==> src/rtl/ssl_pkg.sv <==
// Shared types and constants for the sound-source-localisation frame scheduler.
package ssl_pkg;

    typedef enum logic [2:0] {
        S_IDLE,
        S_CAPTURE,
        S_SWEEP,
        S_DRAIN,
        S_DONE
    } state_e;

    localparam logic [1:0] PAIR_A = 2'd0;  // mic0-mic1
    localparam logic [1:0] PAIR_B = 2'd1;  // mic0-mic2
    localparam logic [1:0] PAIR_C = 2'd2;  // mic0-mic3
    localparam int NPAIR   = 3;
    localparam int SCORE_W = 16;

    function automatic int ndata_log(input int n);
        return $clog2(n);
    endfunction

endpackage

==> src/rtl/ssl_sched_if.sv <==
// Scheduler-side bundle: control, sample buffer, correlator and result handshake.
interface ssl_sched_if import ssl_pkg::*; #(
    parameter int NDATA = 128,
    parameter int SW    = SCORE_W
);
    localparam int NL = ndata_log(NDATA);

    logic                 start;
    logic                 cont;
    logic                 abort;
    logic                 wr_en;
    logic [NL-1:0]        wr_addr;
    logic [NL-1:0]        rd_addr;
    logic [NL-1:0]        lag;
    logic [1:0]           pair_sel;
    logic                 acc_en;
    logic                 acc_clr;
    logic                 acc_last;
    logic signed [SW-1:0] corr_score;
    logic                 corr_valid;
    logic                 busy;
    logic                 res_valid;
    logic                 res_ready;
    logic [NL-1:0]        dIdA;
    logic [NL-1:0]        dIdB;
    logic [NL-1:0]        dIdC;

    modport slave (
        input  start, cont, abort, corr_score, corr_valid, res_ready,
        output wr_en, wr_addr, rd_addr, lag, pair_sel, acc_en, acc_clr, acc_last,
               busy, res_valid, dIdA, dIdB, dIdC
    );

    modport master (
        output start, cont, abort, corr_score, corr_valid, res_ready,
        input  wr_en, wr_addr, rd_addr, lag, pair_sel, acc_en, acc_clr, acc_last,
               busy, res_valid, dIdA, dIdB, dIdC
    );

endinterface

==> src/rtl/ssl_argmax.sv <==
// Per-pair running maximum of correlator scores; lag 0 always reloads so a new
// frame never inherits a stale best.
module ssl_argmax import ssl_pkg::*; #(
    parameter int NL = 7,
    parameter int SW = SCORE_W
) (
    input  logic                       clk,
    input  logic                       erst,
    input  logic                       corr_valid_i,
    input  logic signed [SW-1:0]       corr_score_i,
    input  logic [1:0]                 pair_d_i,
    input  logic [NL-1:0]              lag_d_i,
    output logic [NPAIR-1:0][NL-1:0]   best_lag_o
);

    logic [NPAIR-1:0][SW-1:0] score_q, score_d;
    logic [NPAIR-1:0][NL-1:0] blag_q, blag_d;

    // Strict greater-than keeps the lowest lag among equal scores.
    always_comb begin
        score_d = score_q;
        blag_d  = blag_q;
        for (int p = 0; p < NPAIR; p++) begin
            if (corr_valid_i && pair_d_i == 2'(p) &&
                (lag_d_i == '0 || corr_score_i > $signed(score_q[p]))) begin
                score_d[p] = corr_score_i;
                blag_d[p]  = lag_d_i;
            end
        end
    end

    always_ff @(posedge clk or negedge erst) begin
        if (!erst) begin
            score_q <= '0;
            blag_q  <= '0;
        end else begin
            score_q <= score_d;
            blag_q  <= blag_d;
        end
    end

    assign best_lag_o = blag_q;

endmodule

==> src/rtl/ssl_sched.sv <==
// Frame scheduler: capture NDATA samples, sweep the correlator over 3 pairs x
// NDATA lags x NDATA terms, then publish the argmax lag of each pair.
module ssl_sched import ssl_pkg::*; #(
    parameter int NDATA = 128,
    parameter int SW    = SCORE_W
) (
    input  logic       clk,
    input  logic       erst,
    ssl_sched_if.slave bus
);

    localparam int                    NDATA_LOG = ndata_log(NDATA);
    localparam logic [NDATA_LOG-1:0]  LAST      = NDATA_LOG'(NDATA - 1);

    state_e                          state_q, state_d;
    logic [NDATA_LOG-1:0]            idx_q, idx_d, lag_q, lag_d;
    logic [1:0]                      pair_q, pair_d;
    logic                            drain_seen_q, drain_seen_d;
    logic [1:0]                      last_pair_q;
    logic [NDATA_LOG-1:0]            last_lag_q;
    logic [NDATA_LOG-1:0]            dA_q, dB_q, dC_q;
    logic [NPAIR-1:0][NDATA_LOG-1:0] best_lag;
    logic                            idx_end, lag_end, score_en, publish;

    assign idx_end  = (idx_q == LAST);
    assign lag_end  = (lag_q == LAST);
    assign score_en = bus.corr_valid && (state_q == S_SWEEP || state_q == S_DRAIN);
    assign publish  = (state_q == S_DRAIN) && (state_d == S_DONE);

    always_ff @(posedge clk or negedge erst) begin
        if (!erst) state_q <= S_IDLE;
        else       state_q <= state_d;
    end

    always_comb begin
        state_d = state_q;
        case (state_q)
            S_IDLE:    if (bus.start) state_d = S_CAPTURE;
            S_CAPTURE: if (idx_end) state_d = S_SWEEP;
            S_SWEEP:   if (idx_end && lag_end && pair_q == PAIR_C) state_d = S_DRAIN;
            S_DRAIN:   if (drain_seen_q) state_d = S_DONE;
            S_DONE:    if (bus.res_ready) state_d = bus.cont ? S_CAPTURE : S_IDLE;
            default:   state_d = S_IDLE;
        endcase
        if (bus.abort && state_q != S_IDLE) state_d = S_IDLE;
    end

    always_comb begin
        bus.wr_en    = 1'b0;
        bus.wr_addr  = '0;
        bus.rd_addr  = '0;
        bus.lag      = '0;
        bus.pair_sel = PAIR_A;
        bus.acc_en   = 1'b0;
        bus.acc_clr  = 1'b0;
        bus.acc_last = 1'b0;
        bus.busy     = 1'b0;
        bus.res_valid = 1'b0;
        case (state_q)
            S_CAPTURE: begin
                bus.wr_en   = 1'b1;
                bus.wr_addr = idx_q;
                bus.busy    = 1'b1;
            end
            S_SWEEP: begin
                bus.acc_en   = 1'b1;
                bus.rd_addr  = idx_q;
                bus.lag      = lag_q;
                bus.pair_sel = pair_q;
                bus.acc_clr  = (idx_q == '0);
                bus.acc_last = idx_end;
                bus.busy     = 1'b1;
            end
            S_DRAIN: bus.busy = 1'b1;
            S_DONE:  bus.res_valid = 1'b1;
            default: ;
        endcase
    end

    // Every state change restarts the counters, so each phase begins at 0.
    always_comb begin
        idx_d  = idx_q;
        lag_d  = lag_q;
        pair_d = pair_q;
        if (state_d != state_q) begin
            idx_d  = '0;
            lag_d  = '0;
            pair_d = PAIR_A;
        end else if (state_q == S_CAPTURE) begin
            idx_d = idx_q + 1'b1;
        end else if (state_q == S_SWEEP) begin
            idx_d = idx_q + 1'b1;
            if (idx_end) begin
                lag_d = lag_q + 1'b1;
                if (lag_end) pair_d = pair_q + 2'd1;
            end
        end
    end

    // The final score lands in DRAIN; one extra DRAIN cycle lets the best
    // registers settle before they are published on DONE entry.
    assign drain_seen_d = (state_q == S_DRAIN) && (state_d == S_DRAIN) && bus.corr_valid;

    always_ff @(posedge clk or negedge erst) begin
        if (!erst) begin
            idx_q        <= '0;
            lag_q        <= '0;
            pair_q       <= PAIR_A;
            drain_seen_q <= 1'b0;
            last_pair_q  <= PAIR_A;
            last_lag_q   <= '0;
            dA_q         <= '0;
            dB_q         <= '0;
            dC_q         <= '0;
        end else begin
            idx_q        <= idx_d;
            lag_q        <= lag_d;
            pair_q       <= pair_d;
            drain_seen_q <= drain_seen_d;
            if (state_q == S_SWEEP && idx_end) begin
                last_pair_q <= pair_q;
                last_lag_q  <= lag_q;
            end
            if (publish) begin
                dA_q <= best_lag[PAIR_A];
                dB_q <= best_lag[PAIR_B];
                dC_q <= best_lag[PAIR_C];
            end
        end
    end

    ssl_argmax #(.NL(NDATA_LOG), .SW(SW)) u_argmax (
        .clk          (clk),
        .erst         (erst),
        .corr_valid_i (score_en),
        .corr_score_i (bus.corr_score),
        .pair_d_i     (last_pair_q),
        .lag_d_i      (last_lag_q),
        .best_lag_o   (best_lag)
    );

    assign bus.dIdA = dA_q;
    assign bus.dIdB = dB_q;
    assign bus.dIdC = dC_q;

endmodule

==> src/flat_wrapper.sv <==
// flat-port wrapper written by rule: the top's interface ports become plain ports
module ssl_sched_flat import ssl_pkg::*;
#(
    parameter int NDATA = 128,
    parameter int SW    = SCORE_W
)
  (clk, erst, bus_start, bus_cont, bus_abort, bus_corr_score, bus_corr_valid, bus_res_ready, bus_wr_en, bus_wr_addr, bus_rd_addr, bus_lag, bus_pair_sel, bus_acc_en, bus_acc_clr, bus_acc_last, bus_busy, bus_res_valid, bus_dIdA, bus_dIdB, bus_dIdC);
  ssl_sched_if #(.NDATA(NDATA), .SW(SW)) bus_i ();
  input  logic clk;
  input  logic erst;
  input wire logic [$bits(bus_i.start)-1:0] bus_start;
  input wire logic [$bits(bus_i.cont)-1:0] bus_cont;
  input wire logic [$bits(bus_i.abort)-1:0] bus_abort;
  input wire logic [$bits(bus_i.corr_score)-1:0] bus_corr_score;
  input wire logic [$bits(bus_i.corr_valid)-1:0] bus_corr_valid;
  input wire logic [$bits(bus_i.res_ready)-1:0] bus_res_ready;
  output wire logic [$bits(bus_i.wr_en)-1:0] bus_wr_en;
  output wire logic [$bits(bus_i.wr_addr)-1:0] bus_wr_addr;
  output wire logic [$bits(bus_i.rd_addr)-1:0] bus_rd_addr;
  output wire logic [$bits(bus_i.lag)-1:0] bus_lag;
  output wire logic [$bits(bus_i.pair_sel)-1:0] bus_pair_sel;
  output wire logic [$bits(bus_i.acc_en)-1:0] bus_acc_en;
  output wire logic [$bits(bus_i.acc_clr)-1:0] bus_acc_clr;
  output wire logic [$bits(bus_i.acc_last)-1:0] bus_acc_last;
  output wire logic [$bits(bus_i.busy)-1:0] bus_busy;
  output wire logic [$bits(bus_i.res_valid)-1:0] bus_res_valid;
  output wire logic [$bits(bus_i.dIdA)-1:0] bus_dIdA;
  output wire logic [$bits(bus_i.dIdB)-1:0] bus_dIdB;
  output wire logic [$bits(bus_i.dIdC)-1:0] bus_dIdC;
  assign bus_i.start = bus_start;
  assign bus_i.cont = bus_cont;
  assign bus_i.abort = bus_abort;
  assign bus_i.corr_score = bus_corr_score;
  assign bus_i.corr_valid = bus_corr_valid;
  assign bus_i.res_ready = bus_res_ready;
  assign bus_wr_en = bus_i.wr_en;
  assign bus_wr_addr = bus_i.wr_addr;
  assign bus_rd_addr = bus_i.rd_addr;
  assign bus_lag = bus_i.lag;
  assign bus_pair_sel = bus_i.pair_sel;
  assign bus_acc_en = bus_i.acc_en;
  assign bus_acc_clr = bus_i.acc_clr;
  assign bus_acc_last = bus_i.acc_last;
  assign bus_busy = bus_i.busy;
  assign bus_res_valid = bus_i.res_valid;
  assign bus_dIdA = bus_i.dIdA;
  assign bus_dIdB = bus_i.dIdB;
  assign bus_dIdC = bus_i.dIdC;
  ssl_sched #(.NDATA(NDATA), .SW(SW)) u_core (.clk(clk), .erst(erst), .bus(bus_i));
endmodule
==> config.mk <==
export PLATFORM = sky130hd
export DESIGN_NAME = ssl_sched_flat
export DESIGN_NICKNAME = d
export VERILOG_FILES = /design/src/rtl/ssl_pkg.sv /design/src/rtl/ssl_sched_if.sv /design/src/rtl/ssl_argmax.sv /design/src/rtl/ssl_sched.sv /design/src/flat_wrapper.sv
export SDC_FILE = /design/constraint.sdc
export NUM_CORES = 1
export LEC_CHECK = 0
export ABC_AREA = 1
export ABC_CLOCK_PERIOD_IN_PS = 2300
export CORE_ASPECT_RATIO = 0.6
export CORE_MARGIN = 3
export CORE_UTILIZATION = 59
export CTS_BUF_LIST = sky130_fd_sc_hd__clkbuf_4
export DETAILED_ROUTE_END_ITERATION = 16
export GPL_TIMING_DRIVEN = 1
export HOLD_SLACK_MARGIN = 0.05
export PLACE_DENSITY = 0.83
export SYNTH_ARGS = -nofsm -noshare
export SYNTH_HDL_FRONTEND = slang
export SYNTH_SLANG_ARGS = --single-unit
export TNS_END_PERCENT = 20
==> constraint.sdc <==
create_clock -name clk -period 2.3 [get_ports clk]
set_clock_uncertainty 0.1 [all_clocks]
set_input_delay 0.46 -clock clk [delete_from_list [all_inputs] [get_ports clk]]
set_output_delay 0.46 -clock clk [all_outputs]
set_load 0.05 [all_outputs]
==> results.cfg, run 1 <==
[global_routing]
antenna_found_initial = 0
track_usage_pct = 33.56
grt_pass1_vias = 6280
grt_max_degree = 43
grt_pass1_wl_um = 32390
grt_overflow = 0

[critical_path]
cp-start-kind = flop
worst-path-max-fanout = 4
r2r_cells = 13
worstPathArrival_ps = 1870
cp.required_ps = 1740
cp-end-kind = output pin
critical_path_class = flop to output pin

[cells_and_area]
final_cell_mix = nand2_1 (239), dfrtp_1 (118), nand3_1 (90), inv_1 (88), buf_4 (62)
area_growth_pct = 37.48
regArea_sq_um = 2979
drive_gt1_share_pct = 21.67
n_antenna_cell = 0
final_common_cell = nand2_1
post-route-util_pct = 83.80
multi_input_area_sq_um = 3349
fill_cells = 550
nets = 1009

[timing]
max_slew.worst_pin.slew_ps = 654.1
fin_ws_ps = -133.4
clock.fmax_mhz = 410.9
setup_tns_ps = -4684
post-route-min-period_ps = 2433
slew_headroom_pct = 56.27
period_share_pct = 105.8
slew_viol_final = 0
hold_viol = 0
setup_viol = 66
timing.hold.ws_ps = 217.4
rsz0062_at_grt = true

[status]
outcome = finished, violations left
failed_checks = negative setup slack

[synth]
yosysTopAreaCell = dfrtp_1
syn-cell-area_sq_um = 6502
mappedNetlistNets = 868
yosysSeqAreaShare_pct = 45.80
synth_adder_area_share_pct = 10.01
synth-seq-cells = 119
yosysWarnings = 0
muxShareOfSynthArea_pct = 3.637
yosysUniqueCellTypes = 33
synth_top_family_by_area = simple AND/OR/NAND/NOR gates
syn_area_per_cell_sq_um = 8.200
synth_cells = 793
synthXorXnorAreaFrac_pct = 1.212
synth.top_cells.by_area = dfrtp_1 (46%), nand2_1 (14%), ha_1 (10%), nand3_1 (6.9%), inv_1 (5.3%)
synthSimpleGateAreaFrac_pct = 28.25
synth_compound_area_share_pct = 3.502
synth_top_area_share_pct = 45.80

[detailed_routing]
drcViolationCount = 0
dr_wl_met2_um = 9664
post_drt_wl_per_cell_um = 19.87
drt_iter0_markers = 768
first_pass_iters = 7
viasPerCell = 6.035
vias = 6548
final_antenna_net_count = 0
top_layer_used = met4
wl_met3_um = 2453
drt_wl_total_um = 21560
wl_met1_um = 8608

[floorplan]
core-area_sq_um = 10670
fp-row-count = 29
boundaryPins = 73
die_x_um = 141.5
die_area_sq_um = 12360
initial_core_util_pct = 60.95
die_y_um = 87.32

[placed_design]
port-buffer-count = 72
pre_cts_ws_ps = -717.7
place_hpwl_um = 13910
gp_congestion = 0.9310

[power_and_ir_drop]
ir_drop_uv = 442.6
p_per_area_nw_per_um2 = 556.9
p_total_w = 0.004978
p_leak_nw = 4.793

[job]
drv_cap = 0

[clocking]
numCtsBuffers = 17
cts-root-buf = clkbuf_4
tritoncts = yes
cts_sinks = 119
cts_buffer_depth = 2
clk_pin_slew_worst_paths_ps = 110
clk_latency_ps = 540
h-tree-depth = 4

[worst_hold_path]
hold_depth = 3
hold_path_class = primary input to flop
-- worst max-delay path: stages (launching register included) --
cell	delay, ps
dfrtp_1	460
inv_1	270
nand3_1	180
nor3_4	260
buf_12	160
-- cells in the mapped netlist --
cell and count:
a21o_1 1, a21oi_1 20, a21oi_2 3, and2_1 1, buf_1 1, buf_2 8, buf_4 1, buf_6 2
clkbuf_1 15, dfrtp_1 119, ha_1 52, inv_1 92, inv_2 5, mux2_1 20, mux2_2 1, nand2_1 247
nand3_1 90, nand3_2 1, nand4_1 15, nor2_1 51, nor2_2 1, nor2_4 1, nor3_1 9, nor3_2 4
nor3_4 1, nor3b_1 1, nor4_1 4, o211ai_1 1, o21a_1 2, o21ai_0 13, o22ai_1 1, or2_2 1
xor2_1 9
-- state kept, by name, indices dropped and copies added (netlist names) --
| signal | flops |
|---|---|
| u_core.last_pair_q | 2 |
| u_core.u_argmax.best_lag_o | 21 |
| u_core.drain_seen_q | 1 |
| u_core.idx_q | 7 |
| u_core.bus.dIdC | 7 |
| u_core.bus.dIdB | 7 |
| u_core.pair_q | 2 |
| u_core.u_argmax.score_q | 48 |
| u_core.lag_q | 7 |
| u_core.last_lag_q | 7 |
| u_core.state_q | 3 |
| u_core.bus.dIdA | 7 |
-- worst paths after layout --
kind | startpoint | slack, ps | to
worst max-delay path | u_core.idx_q[2]$_DFFE_PN0P_ | -130 | bus_acc_clr
worst min-delay path | bus_corr_score[12] | 220 | u_core.u_argmax.score_q[28]$_DFFE_PN0P_
worst max register to register | u_core.u_argmax.score_q[27]$_DFFE_PN0P_ | -80 | u_core.u_argmax.best_lag_o[9]$_DFFE_PN0P_
worst min register to register | u_core.u_argmax.score_q[33]$_DFFE_PN0P_ | 380 | u_core.u_argmax.score_q[33]$_DFFE_PN0P_
max in group asynchronous | erst | 1120 | u_core.last_lag_q[2]$_DFFE_PN0P_
min in group asynchronous | erst | 370 | u_core.u_argmax.score_q[7]$_DFFE_PN0P_
-- power breakdown --
part	switching, W	leakage [nW]	internal (W)
Combinational	0.000738	2.97	0.000423
Sequential	0.0000363	1.66	0.00212
Clock	0.000802	0.164	0.000862
Total	0.00158	4.79	0.00340
-- cell families after synthesis --
| kind of cell | Yosys count |
|---|---|
| multiplexers | 21 |
| buffers and inverters | 124 |
| flip-flops | 119 |
| AND/OR/NAND/NOR | 427 |
| adder cells (fa/ha/maj) | 52 |
| XOR/XNOR | 9 |
| AO/OA/AOI/OAI | 41 |
-- per-layer routing --
layer	GRT usage, %	vias to the layer above
li1	-	2845
met1	46.18	3133
met2	53.40	467
met3	8.173	103
met4	9.930	0
met5	0	-
-- what timing repair did --
item | in CTS | in global routing
hold buffers | 1 | 0
setup endpoints to repair | 98 | 127
gates cloned | 0 | 2
pin swaps | 5 | 8
setup buffers | 7 | 4
gates resized for setup | 50 | 56
endpoints found under the hold margin | 39 | 0
-- layout make-up --
cell class / instances / area share (%)
clock buffer: 19 / 1.596
clock inverter: 12 / 1.777
inverter: 97 / 4.101
multi-input combinational: 550 / 37.47
sequential: 119 / 33.32
tap: 139 / 1.945
timing repair buffer: 149 / 19.79
-- through the flow --
step	instances	cell area [sq um]
2_1_floorplan	793	6531
3_3_place_gp	1041	8137
3_5_place_dp	1041	8137
4_1_cts	1079	8632
5_1_grt	1085	8940
6_report	1085	8940
Note: power is estimated with default switching activity, not from simulation.
==> run 2, diff against run 1 <==
- CTS_CLUSTER_DIAMETER: default -> 40
==> results of run 2 <==
No change in the layout: final DEF, timing and power equal those of run 1.
